### src/rtl/blinky_pkg.sv
// Shared types and constants for the LED blinker front end.
// Latency: n/a (constants and a pure lookup function only).
// Backpressure: n/a.
//
// Contents: delay/index widths, system clock rate, the four-entry
// blink-rate table and a lookup helper used by blink_rate_select.
package blinky_pkg;

   localparam int DELAY_W    = 25;
   localparam int RATE_IDX_W = 2;
   localparam int CLK_HZ     = 50_000_000;

   typedef logic [DELAY_W-1:0]    delay_t;
   typedef logic [RATE_IDX_W-1:0] rate_idx_t;

   // The blinker toggles its LED each time its counter reaches the terminal
   // count, so one full blink is two toggles.  The count is therefore
   // CLK_HZ / (2 * blinks_per_second) - 1.
   localparam delay_t RATE_DELAY_1HZ = delay_t'(CLK_HZ / 2  - 1);  // 24_999_999
   localparam delay_t RATE_DELAY_2HZ = delay_t'(CLK_HZ / 4  - 1);  // 12_499_999
   localparam delay_t RATE_DELAY_4HZ = delay_t'(CLK_HZ / 8  - 1);  //  6_249_999
   localparam delay_t RATE_DELAY_8HZ = delay_t'(CLK_HZ / 16 - 1);  //  3_124_999

   localparam rate_idx_t RATE_IDX_LAST = rate_idx_t'(3);

   // Table lookup: index -> terminal count.
   function automatic delay_t rate_delay(input rate_idx_t idx);
      delay_t d;
      case (idx)
         2'd0:    d = RATE_DELAY_1HZ;
         2'd1:    d = RATE_DELAY_2HZ;
         2'd2:    d = RATE_DELAY_4HZ;
         default: d = RATE_DELAY_8HZ;
      endcase
      return d;
   endfunction

endpackage

### src/rtl/btn_debounce.sv
// Two-flop synchroniser plus counter debouncer for an active-low pushbutton.
// Latency: new level accepted DEB_CYCLES+2 edges after s1 first samples it.
// Backpressure: none; the press strobe is a fire-and-forget pulse.
//
// Ports:
//   clk_i        system clock
//   rst_n_i      asynchronous active-low reset
//   btn_n_i      raw button, active-low, asynchronous, bouncy
//   level_o      debounced level, 1 = pressed (registered)
//   press_o      one-cycle pulse on each released->pressed acceptance (registered)
//   press_nxt_o  combinational: press_o will be 1 after the coming edge; lets the
//                parent update state on the same edge that press_o rises
module btn_debounce
   import blinky_pkg::*;
#(
   parameter int DEB_CYCLES = 500_000
)(
   input  logic clk_i,
   input  logic rst_n_i,
   input  logic btn_n_i,
   output logic level_o,
   output logic press_o,
   output logic press_nxt_o
);

   localparam int                CNT_W    = $clog2(DEB_CYCLES);
   localparam logic [CNT_W-1:0]  CNT_LAST = CNT_W'(DEB_CYCLES - 1);

   // Synchroniser stages, held at the released level (1) in reset.
   logic             sync1_q;
   logic             sync2_q;

   logic [CNT_W-1:0] cnt_q,   cnt_d;
   logic             level_q, level_d;
   logic             press_q, press_d;

   // Synchronised sample in pressed-sense so it can be compared to level_q.
   logic             s2_pressed;
   assign s2_pressed = ~sync2_q;

   always_comb begin
      cnt_d   = cnt_q;
      level_d = level_q;
      press_d = 1'b0;
      if (s2_pressed == level_q) begin
         // Any sample agreeing with the current level restarts the window,
         // so bounces and short glitches leave no trace.
         cnt_d = '0;
      end else if (cnt_q == CNT_LAST) begin
         // This is the DEB_CYCLES-th consecutive differing sample.
         level_d = s2_pressed;
         cnt_d   = '0;
         press_d = s2_pressed;
      end else begin
         cnt_d = cnt_q + CNT_W'(1);
      end
   end

   always_ff @(posedge clk_i or negedge rst_n_i) begin
      if (!rst_n_i) begin
         sync1_q <= 1'b1;
         sync2_q <= 1'b1;
         cnt_q   <= '0;
         level_q <= 1'b0;
         press_q <= 1'b0;
      end else begin
         sync1_q <= btn_n_i;
         sync2_q <= sync1_q;
         cnt_q   <= cnt_d;
         level_q <= level_d;
         press_q <= press_d;
      end
   end

   assign level_o     = level_q;
   assign press_o     = press_q;
   assign press_nxt_o = press_d;

endmodule

### src/rtl/blink_rate_select.sv
// Button-driven blink-rate selector feeding the blinker's terminal count.
// Latency: RATE_IDX on the press-accept edge, DELAY one edge later.
// Backpressure: none; every accepted press advances the rate unconditionally.
//
// Ports:
//   CLK50      50 MHz system clock
//   RST_N      asynchronous active-low reset
//   BTN_N      raw pushbutton, active-low, asynchronous, bouncy
//   DELAY      blinker terminal count for the current rate (registered)
//   RATE_IDX   current rate index 0..3 (registered)
//   PRESS      one-cycle pulse per accepted press
//   BTN_LEVEL  debounced button level, 1 = pressed
module blink_rate_select
   import blinky_pkg::*;
#(
   parameter int DEB_CYCLES = 500_000,
   parameter int RESET_IDX  = 1
)(
   input  logic                  CLK50,
   input  logic                  RST_N,
   input  logic                  BTN_N,
   output logic [DELAY_W-1:0]    DELAY,
   output logic [RATE_IDX_W-1:0] RATE_IDX,
   output logic                  PRESS,
   output logic                  BTN_LEVEL
);

   localparam rate_idx_t RESET_IDX_V = rate_idx_t'(RESET_IDX);

   logic      press_nxt;
   logic      deb_level;
   logic      deb_press;

   rate_idx_t rate_idx_q, rate_idx_d;
   delay_t    delay_q,    delay_d;

   btn_debounce #(
      .DEB_CYCLES (DEB_CYCLES)
   ) u_btn_debounce (
      .clk_i       (CLK50),
      .rst_n_i     (RST_N),
      .btn_n_i     (BTN_N),
      .level_o     (deb_level),
      .press_o     (deb_press),
      .press_nxt_o (press_nxt)
   );

   // The index advances on the same edge the press strobe rises, so it keys
   // off the debouncer's next-state strobe rather than the registered one.
   always_comb begin
      rate_idx_d = rate_idx_q;
      if (press_nxt) begin
         rate_idx_d = (rate_idx_q == RATE_IDX_LAST) ? '0 : rate_idx_q + rate_idx_t'(1);
      end
   end

   // Lookup from the registered index: DELAY trails RATE_IDX by one edge and
   // is always a whole table entry, never a mix of old and new.
   assign delay_d = rate_delay(rate_idx_q);

   always_ff @(posedge CLK50 or negedge RST_N) begin
      if (!RST_N) begin
         rate_idx_q <= RESET_IDX_V;
         delay_q    <= rate_delay(RESET_IDX_V);
      end else begin
         rate_idx_q <= rate_idx_d;
         delay_q    <= delay_d;
      end
   end

   assign DELAY     = delay_q;
   assign RATE_IDX  = rate_idx_q;
   assign PRESS     = deb_press;
   assign BTN_LEVEL = deb_level;

endmodule

### config.mk
export PLATFORM = sky130hd
export DESIGN_NAME = blink_rate_select
export DESIGN_NICKNAME = d
export VERILOG_FILES = /design/src/rtl/blinky_pkg.sv /design/src/rtl/btn_debounce.sv /design/src/rtl/blink_rate_select.sv
export SDC_FILE = /design/constraint.sdc
export NUM_CORES = 1
export LEC_CHECK = 0
export BUFFER_PORTS_ARGS = -buffer_cell sky130_fd_sc_hd__buf_2
export CORE_UTILIZATION = 45
export CTS_CLUSTER_DIAMETER = 40
export CTS_CLUSTER_SIZE = 8
export DETAILED_ROUTE_END_ITERATION = 7
export GPL_ROUTABILITY_DRIVEN = 0
export PLACE_DENSITY = 0.74
export SYNTH_ARGS = -nofsm -noshare
export SYNTH_HDL_FRONTEND = slang
export SYNTH_SLANG_ARGS = --single-unit
export TNS_END_PERCENT = 5
### constraint.sdc
create_clock -name CLK50 -period 2.8 [get_ports CLK50]
set_clock_uncertainty 0.15 [all_clocks]
set_input_delay 0.14 -clock CLK50 [delete_from_list [all_inputs] [get_ports CLK50]]
set_output_delay 0.14 -clock CLK50 [all_outputs]
set_load 0.1 [all_outputs]
==> results list, run 1 <==
* Status: finished, final reports clean
* Dpl ws: 0.4032 ns
- Pwr Total: 0.001044 W
* F_max: 0.4167 GHz
- IR analysis of the VDD net gives a maximum drop of 0.0003651 V.
- Count of input and output buffers: 23
- After the last flow step, the layout net total stands at 191.
* Final number of hold-violating endpoints: 0
* Cells taking the most area after synthesis: sky130_fd_sc_hd__dfrtp_1 39%, sky130_fd_sc_hd__dfstp_2 14%, sky130_fd_sc_hd__buf_4 6.5%
* Pin count of the biggest net entering global routing: 37
- For this design, the slowest cell found on the critical path is sky130_fd_sc_hd__or4_4.
- Util after Layout: 0.5282
* Top-area cell type share of the netlist area: 0.3902
* Warning count from the yosys run: 0
- The floorplan has 22 rows.
* Total of flip-flops plus latches after synthesis: 36
* First-pass GRT wire length: 4.485 mm
- Tcrit/Tclk final: 0.8572
- The worst setup path is captured at a flop.
- In this run the horizontal extent of the chip is 64.04 um.
- The worst hold path terminates at u_btn_debounce.sync2_q$_DFF_PN1_.
- In the final layout, the share of cells above drive strength 1 is 0.2722.
- Number of iterations in the first detailed-routing pass: 4
* Family with the most delay on the worst path: simple AND/OR/NAND/NOR gates
* ANT cells: 0
- Crit path largest cell delay: 0.60 ns
- CTS sink count: 36
- Dividing total power by cell area gives a power density of 535.9 mW/mm^2.
- Setup repair after global routing left no endpoint under its margin.
- Top cell type by total area after synthesis: sky130_fd_sc_hd__dfrtp_1
- Post-synthesis cell type count: 31
- Cells along the critical path: or4b_1 -> or4_4 -> nor4_4 -> mux2_2
- Synth-to-Final Area Change: 12.50%
* Number of endpoints failing setup at the final stage: 0
* Req. time, crit path: 2.82 ns
* Placed inst area: 0.001817 mm^2
- After legalization and detailed placement, the total HPWL measured 1.920 mm.
- Sequential fraction of the synthesis area: 0.5267
* DR DRC count: 0
* Arr. time, crit path: 2.42 ns
- In the final routed layout, each cell accounts on average for 11.64 um.
- The number of antenna violations at the first check in global routing came to 0.
* Path depth of the worst reg2reg path: 4
* Critical register-to-register path startpoint: u_btn_debounce.cnt_q[14]$_DFF_PN0_
- In this run the worst hold path is classified as reg -> reg.
- STA classifies the critical path startpoint as a flop.
- The critical path crosses 4 cells after its start point.
- Crit path max fanout: 4
* Cell leakage power: 0.8527 nW
* Final setup slack of the worst path: 0.4000 ns
- For this run, the total global-route usage over all layers was measured as 0.1478.
- Final total negative setup slack: 0 ns
- In this run, the number of DRC markers left after iteration 0 of detailed routing was 32.
- Post-layout instance area: 0.001948 mm^2
- Syn Area/Cell: 11.10 um^2
* Starting density of the core: 0.4695
- Cells after synthesis: 156
- Overall die height: 64.04 um
- In this run the register-to-register setup slack is 0.40 ns.
- At the later pin of the worst-skew pair, clock insertion delay measures 0.28 ns.
- The core region is 0.003689 mm^2.
* Max-cap violations: 0
- The critical path in this run is classified as reg -> reg.
* Total Routed Length: 2.655 mm
- TritonCTS clock tree: yes
- End of the worst register-to-register path: RATE_IDX[1]$_DFFE_PN0P_
- Startpoint of the lowest-slack hold path: u_btn_debounce.sync1_q$_DFF_PN1_
* Clock transition at the register clock pins on the worst setup and hold paths after CTS: 0.07 ns
- Longest Clk Path Bufs: 2
- Total number of vias: 1,104
- Post-CTS setup repair buffer count: 0
- Die ar.: 0.004100 mm^2
- The worst path needs 2.400 ns of the cycle, external delays included.
* Vias in the first global route: 1,010
* Buffers & Inverters on Critical Path: 0
- Measured against its own limit, the worst slew margin works out to 0.5004.
- Num ports: 32
- The number of pins exceeding their max-slew limit in the final report is 0.
* # H-tree levels: 2
* Buffer cell driving the clock tree root: sky130_fd_sc_hd__clkbuf_8
- For the pin with the worst max-slew slack, the measured transition is 0.7493 ns.
- Summing every instance area after synthesis gives 0.001732 mm^2.
- The worst hold path passes through 0 cells.
- Via density per instance: 4.842
- Count of nets left with antenna violations after detail routing: 0
- Buffers inserted during clock tree synthesis total 5.
- Aggregate global routing overflow: 0
[logic make-up (layout without fill, tap and decap cells)]
kind of cell	Yosys count	in the layout	synth area share
other cells	2	8	0.004337
compound gates	8	8	0.03107
mux	2	2	0.01300
simple gates	58	58	0.1951
xor+xnor	15	15	0.07587
buf+inv	26	44	0.08887
flops	36	36	0.5267
fa+ha+maj	9	9	0.06503
[through the flow]
| stage | cells | hold slack [ns] |
|---|---|---|
| 4_1_cts | 228 | 0.2103 |
| 6_report | 228 | 0.2090 |
| 3_5_place_dp | 218 | 0.09756 |
| 5_1_grt | 228 | 0.2162 |
| 3_3_place_gp | 218 | 0.09507 |
| 2_1_floorplan | 162 | -0.3056 |
[cell type report]
cell class	instances	area [um^2]
Fill cell	339	1740
Sequential cell	36	912.1
Multi-Input combinational cell	100	688.2
Timing Repair Buffer	25	135.1
Clock buffer	5	68.82
Tap cell	48	60.06
Clock inverter	3	42.54
Inverter	11	41.29
[power breakdown]
| part | internal, W | switching [W] | total, W |
|---|---|---|---|
| Combinational | 0.00000732 | 0.0000643 | 0.0000716 |
| Sequential | 0.000527 | 0.00000566 | 0.000532 |
| Clock | 0.000263 | 0.000177 | 0.000440 |
[synthesized netlist by cell type, drive strengths merged]
cell type and n:
dfrtp 27, nor2 20, buf 15, xnor2 12, inv 11, dfstp 9
ha 9, nand3 6, nand2 5, nor3 5, nand4 4, nor4 4
o21ai 4, or4 4, a21oi 3, or2 3, xor2 3, conb 2
mux2 2, and2 1, and3 1, nand3b 1, nand4b 1, nand4bb 1
o31ai 1, or3 1, or4b 1
[worst reg2reg max path: stages (launching register included)]
cell,delay [ns]
sky130_fd_sc_hd__dfrtp_1,0.42
sky130_fd_sc_hd__or4b_1,0.52
sky130_fd_sc_hd__or4_4,0.60
sky130_fd_sc_hd__nor4_4,0.23
sky130_fd_sc_hd__mux2_2,0.37
[routing by layer]
layer | vias up | global-route usage | routed length (um)
met5 | - | 0 | 0
met4 | 0 | 0.09091 | 61
met3 | 7 | 0.03750 | 91
met2 | 22 | 0.2473 | 1346
met1 | 535 | 0.1682 | 1156
li1 | 540 | - | -
[cells in the final DEF (no fill, tap or decap), types with 2 or more instances in the layout]
cell type,n
sky130_fd_sc_hd__nor3_1,5
sky130_fd_sc_hd__clkbuf_8,5
sky130_fd_sc_hd__dfstp_2,9
sky130_fd_sc_hd__or2_2,3
sky130_fd_sc_hd__nand2_1,5
sky130_fd_sc_hd__xor2_1,3
sky130_fd_sc_hd__ha_1,9
sky130_fd_sc_hd__conb_1,8
sky130_fd_sc_hd__nand3_1,6
sky130_fd_sc_hd__o21ai_0,3
sky130_fd_sc_hd__nand4_1,3
sky130_fd_sc_hd__xnor2_1,12
sky130_fd_sc_hd__dfrtp_1,27
sky130_fd_sc_hd__nor4_1,3
sky130_fd_sc_hd__dlygate4sd3_1,2
sky130_fd_sc_hd__mux2_2,2
sky130_fd_sc_hd__or4_1,3
sky130_fd_sc_hd__a21oi_1,3
sky130_fd_sc_hd__nor2_1,20
sky130_fd_sc_hd__inv_1,11
sky130_fd_sc_hd__buf_2,23
[timing repair]
action	4_1_cts	5_1_grt
endpoints found under the hold margin	28	0
hold buffers	2	0
gates resized for setup	0	0
endpoints found under the setup margin	0	0
[state kept, by name (all words and copies together) (netlist names)]
| name | cells |
|---|---|
| u_btn_debounce.press_o | 1 |
| DELAY | 11 |
| u_btn_debounce.cnt_q | 19 |
| u_btn_debounce.sync2_q | 1 |
| u_btn_debounce.level_o | 1 |
| RATE_IDX | 2 |
| u_btn_debounce.sync1_q | 1 |
[how the worst max path moves through the flow]
stage	startpoint	to
finish	u_btn_debounce.cnt_q[14]$_DFF_PN0_	RATE_IDX[1]$_DFFE_PN0P_
global route	u_btn_debounce.cnt_q[14]$_DFF_PN0_	u_btn_debounce.cnt_q[8]$_DFF_PN0_
CTS	u_btn_debounce.cnt_q[14]$_DFF_PN0_	RATE_IDX[1]$_DFFE_PN0P_
detailed placement	u_btn_debounce.cnt_q[14]$_DFF_PN0_	RATE_IDX[1]$_DFFE_PN0P_
global placement	u_btn_debounce.cnt_q[14]$_DFF_PN0_	RATE_IDX[1]$_DFFE_PN0P_
floorplan	u_btn_debounce.cnt_q[14]$_DFF_PN0_	RATE_IDX[1]$_DFFE_PN0P_
Note: power is estimated with default switching activity, not from simulation.
==> run 2: changes to the inputs <==
--- a/config.mk
+++ b/config.mk
@@ -6,6 +6,7 @@
 export NUM_CORES = 1
 export LEC_CHECK = 0
 export BUFFER_PORTS_ARGS = -buffer_cell sky130_fd_sc_hd__buf_2
+export CORE_ASPECT_RATIO = 2
 export CORE_UTILIZATION = 45
 export CTS_CLUSTER_DIAMETER = 40
 export CTS_CLUSTER_SIZE = 8
==> results list, run 2 (synthesized netlist as in run 1, its figures left out) <==
- Most common cell after layout, fill and taps aside: sky130_fd_sc_hd__dfrtp_1
- The min-delay analysis places its worst path in the category reg -> reg.
* Hold worst-path end: u_btn_debounce.sync2_q$_DFF_PN1_
- Register-to-register path setup slack: 0.40 ns (about the same)
- The total power consumption of the routed design came to 0.001003 W (-3.9%).
- The number of global-route vias before repair was 1,222 (+21%).
- # H-tree levels: 2 (unchanged)
- The worst endpoint data arrival time is 2.42 ns (about the same).
* Starting density of the core: 0.4749 (+0.005478)
* Setup crit start kind: flop
- The number of antenna violations at the first check in global routing came to 0 (unchanged).
- The vias after detailed routing came to 1,186 (+7.4%).
- The number of nets at the end of the flow is 191 (unchanged).
- The path depth of the worst reg2reg path came to 4 (unchanged).
- Dpl ws: 0.4096 ns (+0.006407 ns)
- Final setup slack of the worst path: 0.4016 ns (+0.001628 ns)
- The TritonCTS buffer count came to 5 (unchanged).
* Startpoint of the lowest-slack hold path: u_btn_debounce.sync1_q$_DFF_PN1_
* Critical register-to-register path startpoint: u_btn_debounce.cnt_q[14]$_DFF_PN0_
- Setup repair after global routing left no endpoint under its margin.
* Die ar.: 0.004115 mm^2 (+0.37%)
- The worst register-to-register path ends at RATE_IDX[1]$_DFFE_PN0P_.
- The combined buffer and inverter count along the critical path is 0 (unchanged).
* First-pass GRT wire length: 5.678 mm (+27%)
- The number of filler cells placed in the layout is 337 (-0.59%).
- The worst stage delay on the critical path is 0.59 ns (about the same).
- Cells along the critical path: or4b_1 -> or4_4 -> nor4_4 -> mux2_2
* Number of endpoints failing setup at the final stage: 0 (unchanged)
* Total Routed Length: 3.230 mm (+22%)
- Floorplan row count: 31 (+41%)
* Post-detailed-placement half-perimeter wirelength: 2.484 mm (+29%)
* Largest register FFs: 19 (unchanged)
- Pin count of the biggest net entering global routing: 37 (unchanged)
- The number of inserted diodes is 0 (unchanged).
- The actual transition at the worst max-transition pin is 0.7552 ns (+0.005894 ns).
- The total area of sequential cells is 912.1 um^2 (unchanged).
- Overall die height: 89.73 um (+40%)
- The final instance count without filler cells came to 229 (+0.44%).
- Status: finished, final reports clean
- Post-cts resize count: 0 (unchanged)
- The fraction of final layout cells with drive strength greater than 1 is 0.2667 (-0.005556).
* Minimum clock period: 2.398 ns (-0.001628 ns)
- Die width: 45.87 um (-28%)
* Crit path max fanout: 4 (unchanged)
- In the layout the commonest cells are 27 x sky130_fd_sc_hd__dfrtp_1, 23 x sky130_fd_sc_hd__buf_2, 20 x sky130_fd_sc_hd__nor2_1.
* Final total negative setup slack: 0 ns (unchanged)
* Req. time, crit path: 2.82 ns (about the same)
* Via density per instance: 5.179 (+7.0%)
- The leakage dissipation came to 0.8501 nW (-0.31%).
* Global Route Usage Sum: 0.1892 (+0.04147)
- TritonCTS clock tree: yes
* Clock transition at the register clock pins on the worst setup and hold paths after CTS: 0.07 ns (about the same)
- Number of iterations in the first detailed-routing pass: 4 (unchanged)
* Num ports: 32 (unchanged)
* Area occupied by multi-input gates: 688.2 um^2 (unchanged)
- The worst setup path is captured at a flop.
* Count of routing violations after the opening detailed-route iteration: 32 (unchanged)
* Longest Clk Path Bufs: 2 (unchanged)
- Worst relative slew slack: 0.4965 (-0.003929)
* Count of pins over their slew limit: 0 (unchanged)
- The final critical-path share of the clock period came to 0.8566 (about the same).
- The per-cell routed wire length was 14.10 um (+21%).
- The core area came to 0.003646 mm^2 (-1.2%).
- P per Cell Area: 517.7 mW/mm^2 (-3.4%)
* DR DRC count: 0 (unchanged)
* WHS Path Cells: 0 (unchanged)
- The root buffer cell chosen for the clock tree is sky130_fd_sc_hd__clkbuf_8.
* Family with the most delay on the worst path: simple AND/OR/NAND/NOR gates
* Total instance count after detailed placement: 219 (+0.46%)
- Counting flops per register, the top entry is u_btn_debounce.cnt_q.
* Count of nets left with antenna violations after detail routing: 0 (unchanged)
- The number of port buffers came to 23 (unchanged).
* Worst-case vdd ir drop: 0.0004420 V (+21%)
- The count of clock tree sinks was 36 (unchanged).
- Type of the worst setup path: reg -> reg
- Aggregate global routing overflow: 0 (unchanged)
- F_max: 0.4169 GHz (about the same)
- Among all stages on the critical path, the largest delay is contributed by sky130_fd_sc_hd__or4_4.
- Insertion delay to the later sink of the worst-skew pair: 0.29 ns (about the same)
- The count of max-cap constraint violations is 0 (unchanged).
- The final hold violation count came to 0 (unchanged).
* Synth-to-Final Area Change: 11.92%
-- run 2: stage by stage --
step	hold WS, ns	util	cell area, um^2
after floorplan	-0.3056	-	1754
after global placement	0.08719	0.4986	1818
after detailed placement	0.09907	0.4986	1818
after CTS	0.2060	0.5316	1938
after global routing	0.2084	0.5316	1938
final	0.2017	0.5316	1938
-- run 2: power by group --
part / leakage, nW / switching, W / total (W) / internal [W]
clock: 0.0515 / 0.000175 / 0.000399 / 0.000224
sequential: 0.453 / 0.00000551 / 0.000532 / 0.000527
combinational: 0.346 / 0.0000647 / 0.0000722 / 0.00000747
-- run 2: worst max-delay path by stage --
| stage | start | endpoint | slack [ns] | depth (start not counted) |
|---|---|---|---|---|
| 2_1_floorplan | u_btn_debounce.cnt_q[14]$_DFF_PN0_ | RATE_IDX[1]$_DFFE_PN0P_ | 0.50 | 4 |
| 3_3_place_gp | u_btn_debounce.cnt_q[14]$_DFF_PN0_ | RATE_IDX[1]$_DFFE_PN0P_ | 0.45 | 4 |
| 3_5_place_dp | u_btn_debounce.cnt_q[14]$_DFF_PN0_ | RATE_IDX[1]$_DFFE_PN0P_ | 0.41 | 4 |
| 4_1_cts | u_btn_debounce.cnt_q[14]$_DFF_PN0_ | RATE_IDX[1]$_DFFE_PN0P_ | 0.39 | 4 |
| 5_1_grt | u_btn_debounce.cnt_q[14]$_DFF_PN0_ | RATE_IDX[1]$_DFFE_PN0P_ | 0.31 | 4 |
| 6_report | u_btn_debounce.cnt_q[14]$_DFF_PN0_ | RATE_IDX[1]$_DFFE_PN0P_ | 0.40 | 4 |
-- run 2: final cells by class --
cell class                 count  share of cell area
sequential                    36              0.4706
multi-input combinational    100              0.3551
timing repair buffer          25             0.06972
clock buffer                   8             0.05165
tap                           49             0.03163
inverter                      11             0.02130
-- run 2: timing repair --
item | in CTS | in global routing
hold buffers | 2 | 0
hold endpoints to repair | 28 | 0
buffers inserted | 0 | 0
-- run 2: per-layer routing --
| metal | up-vias | track usage | part of all wire |
|---|---|---|---|
| met5 | - | 0 | 0 |
| met4 | 0 | 0.1250 | 0.056 |
| met3 | 17 | 0.04217 | 0.043 |
| met2 | 40 | 0.3216 | 0.59 |
| met1 | 589 | 0.1878 | 0.31 |
| li1 | 540 | - | - |
-- run 2: worst reg2reg max path: stages (launching register included) --
cell	delay [ns]
sky130_fd_sc_hd__dfrtp_1	0.42
sky130_fd_sc_hd__or4b_1	0.52
sky130_fd_sc_hd__or4_4	0.59
sky130_fd_sc_hd__nor4_4	0.22
sky130_fd_sc_hd__mux2_2	0.37
==> run 3: changes to the inputs <==
--- a/config.mk
+++ b/config.mk
@@ -7,12 +7,12 @@
 export LEC_CHECK = 0
 export BUFFER_PORTS_ARGS = -buffer_cell sky130_fd_sc_hd__buf_2
 export CORE_ASPECT_RATIO = 2
-export CORE_UTILIZATION = 45
+export CORE_UTILIZATION = 41
 export CTS_CLUSTER_DIAMETER = 40
 export CTS_CLUSTER_SIZE = 8
 export DETAILED_ROUTE_END_ITERATION = 7
 export GPL_ROUTABILITY_DRIVEN = 0
-export PLACE_DENSITY = 0.74
+export PLACE_DENSITY = 0.69
 export SYNTH_ARGS = -nofsm -noshare
 export SYNTH_HDL_FRONTEND = slang
 export SYNTH_SLANG_ARGS = --single-unit
==> results list, run 3 (synthesized netlist as in run 1, its figures left out) <==
- The tree is rooted in a sky130_fd_sc_hd__clkbuf_8.
- The die width is 47.96 um (+4.6%).
- The maximum achievable frequency was 0.4204 GHz (+0.83%).
* Total number of vias: 1,131 (-4.6%)
* Final number of hold-violating endpoints: 0 (unchanged)
* Register with the most flip-flops: u_btn_debounce.cnt_q
- The starting density of the core is 0.4236 (-0.05132).
- The CTS clock-pin slew for the worst setup and hold paths came to 0.07 ns (about the same).
- The worst-case register-to-register setup slack was 0.42 ns (+0.02 ns).
* Type of the worst min-delay path: reg -> reg
- The final critical path time including I/O delays and setup is 2.379 ns (-0.01968 ns).
* Aggregate global routing overflow: 0 (unchanged)
- Ratio of cells with drive above 1 in the final layout: 0.2722 (+0.005556)
- Traced cell by cell, the critical path runs through or4b_1 -> or4_4 -> o21ai_4 -> nor2_1.
- Largest register FFs: 19 (unchanged)
- The final setup violation count was 0 (unchanged).
* Final nets: 191 (unchanged)
- Count of filler cells inserted in the layout: 363 (+7.7%)
- Count of input and output buffers: 23 (unchanged)
- The total area of sequential cells was 912.1 um^2 (unchanged).
- Final cell count without fillers: 232 (+1.3%)
- The later-pin clock latency in the skew report is 0.30 ns (about the same).
- Number of iterations in the first detailed-routing pass: 4 (unchanged)
- In the layout the commonest cells are 27 x sky130_fd_sc_hd__dfrtp_1, 23 x sky130_fd_sc_hd__buf_2, 20 x sky130_fd_sc_hd__nor2_1.
* Count of pins over their slew limit: 0 (unchanged)
* Worst-case vdd ir drop: 0.0003903 V (-12%)
- The flow ran to the end, and the final reports show no timing, DRC or antenna violations.
- The number of vias per cell after detailed routing is 4.875 (-5.9%).
- Synth-to-Final Area Change: 13.66%
* Global Route Usage Sum: 0.1670 (-0.02226)
- The worst stage delay on the critical path was 0.60 ns (about the same).
- Setup repair after global routing left no endpoint under its margin.
- Worst relative slew slack: 0.4929 (-0.003587)
- The total area of multi-input combinational cells is 688.2 um^2 (unchanged).
- The worst endpoint data arrival time is 2.39 ns (-0.03 ns).
* ANT cells: 0 (unchanged)
- The power density of the placed cells was 563.8 mW/mm^2 (+8.9%).
- Post-cts resize count: 0 (unchanged)
* Cell leakage power: 0.8630 nW (+1.5%)
- Vias in the first global route: 1,133 (-7.3%)
* Count of routing violations after the opening detailed-route iteration: 16 (-50%)
- The TritonCTS buffer count came to 5 (unchanged).
- Die ar.: 0.004503 mm^2 (+9.4%)
- The critical-path maximum fanout came to 18 (+14).
* Longest Clk Path Bufs: 2 (unchanged)
* Hold_ws: 0.2076 ns (+0.005868 ns)
- The count of nets left with antenna violations after detail routing is 0 (unchanged).
- The actual transition at the worst max-transition pin is 0.7606 ns (+0.005381 ns).
- Total Routed Length: 3.070 mm (-5.0%)
- CP endpoint kind: flop
- The setup TNS is 0 ns (unchanged).
* Slowest CP cell: sky130_fd_sc_hd__or4_4
- Overall die height: 93.91 um (+4.7%)
- The count of max-cap constraint violations was 0 (unchanged).
- Setup crit start kind: flop
- The data required time at the worst endpoint came to 2.81 ns (about the same).
- DR DRC count: 0 (unchanged)
- Num ports: 32 (unchanged)
- Routed wirelength normalized by instance count: 13.23 um (-6.2%)
- Tcrit/Tclk final: 0.8495 (-0.007030)
* Type of the worst setup path: reg -> reg
- The detailed placer's ending HPWL was 2.232 mm (-10%).
* TritonCTS clock tree: yes
* Pin count of the biggest net entering global routing: 37 (unchanged)
- Core ar.: 0.004088 mm^2 (+12%)
* Total instance count after detailed placement: 222 (+1.4%)
- Number of antenna violations at the first check in global routing: 0 (unchanged)
- CTS sink count: 36 (unchanged)
* Most common cell after layout, fill and taps aside: sky130_fd_sc_hd__dfrtp_1
* # H-tree levels: 2 (unchanged)
- Floorplan row count: 33 (+6.5%)
- The global-route wire length before repair is 5.181 mm (-8.8%).
run 3: final timing paths:
check / start / endpoint / depth (start not counted)
min reg2reg: u_btn_debounce.sync1_q$_DFF_PN1_ / u_btn_debounce.sync2_q$_DFF_PN1_ / 0
max reg2reg: u_btn_debounce.cnt_q[14]$_DFF_PN0_ / u_btn_debounce.cnt_q[7]$_DFF_PN0_ / 4
min: u_btn_debounce.sync1_q$_DFF_PN1_ / u_btn_debounce.sync2_q$_DFF_PN1_ / 0
min in group asynchronous: RST_N / u_btn_debounce.cnt_q[18]$_DFF_PN0_ / 2
max: u_btn_debounce.cnt_q[14]$_DFF_PN0_ / u_btn_debounce.cnt_q[7]$_DFF_PN0_ / 4
max in group asynchronous: RST_N / DELAY[5]$_DFF_PN0_ / 2
run 3: area by class of cell:
type                       count  share of cell area
tap                           52             0.03306
multi-input combinational    100              0.3496
timing repair buffer          25             0.06866
clock inverter                 1             0.01526
inverter                      11             0.02098
clock buffer                   7             0.04895
sequential                    36              0.4634
run 3: critical path, delay by kind of cell (launching register included):
| kind | cells | cell delay (ns) |
|---|---|---|
| simple gates | 3 | 1.23 |
| flops | 1 | 0.41 |
| compound gates | 1 | 0.45 |
run 3: stage by stage:
step / total power, W / area (um^2) / setup WS, ns / utilization
after floorplan: 0.0006073 / 1754 / 0.4974 / -
after global placement: 0.0006121 / 1822 / 0.4574 / 0.4457
after detailed placement: 0.0006132 / 1822 / 0.4211 / 0.4457
after CTS: 0.001121 / 1968 / 0.4143 / 0.4815
after global routing: 0.001150 / 1968 / 0.3154 / 0.4815
final: 0.001110 / 1968 / 0.4213 / 0.4815
run 3: routing by layer:
metal | wire [um] | share of wire | GRT usage
met1 | 1108 | 0.36 | 0.1797
met2 | 1771 | 0.58 | 0.2793
met3 | 112 | 0.036 | 0.04231
met4 | 78 | 0.025 | 0.08796
met5 | 0 | 0 | 0
run 3: power by group:
group          internal, W  total (W)  switching (W)  leakage (nW)
Sequential        0.000527   0.000532     0.00000581         0.453
Combinational   0.00000744  0.0000725      0.0000651         0.346
Clock             0.000314   0.000505       0.000191        0.0645
run 3: timing repair:
item | in CTS | in global routing
hold buffers | 2 | 0
endpoints found under the hold margin | 28 | 0
setup buffers | 0 | 0
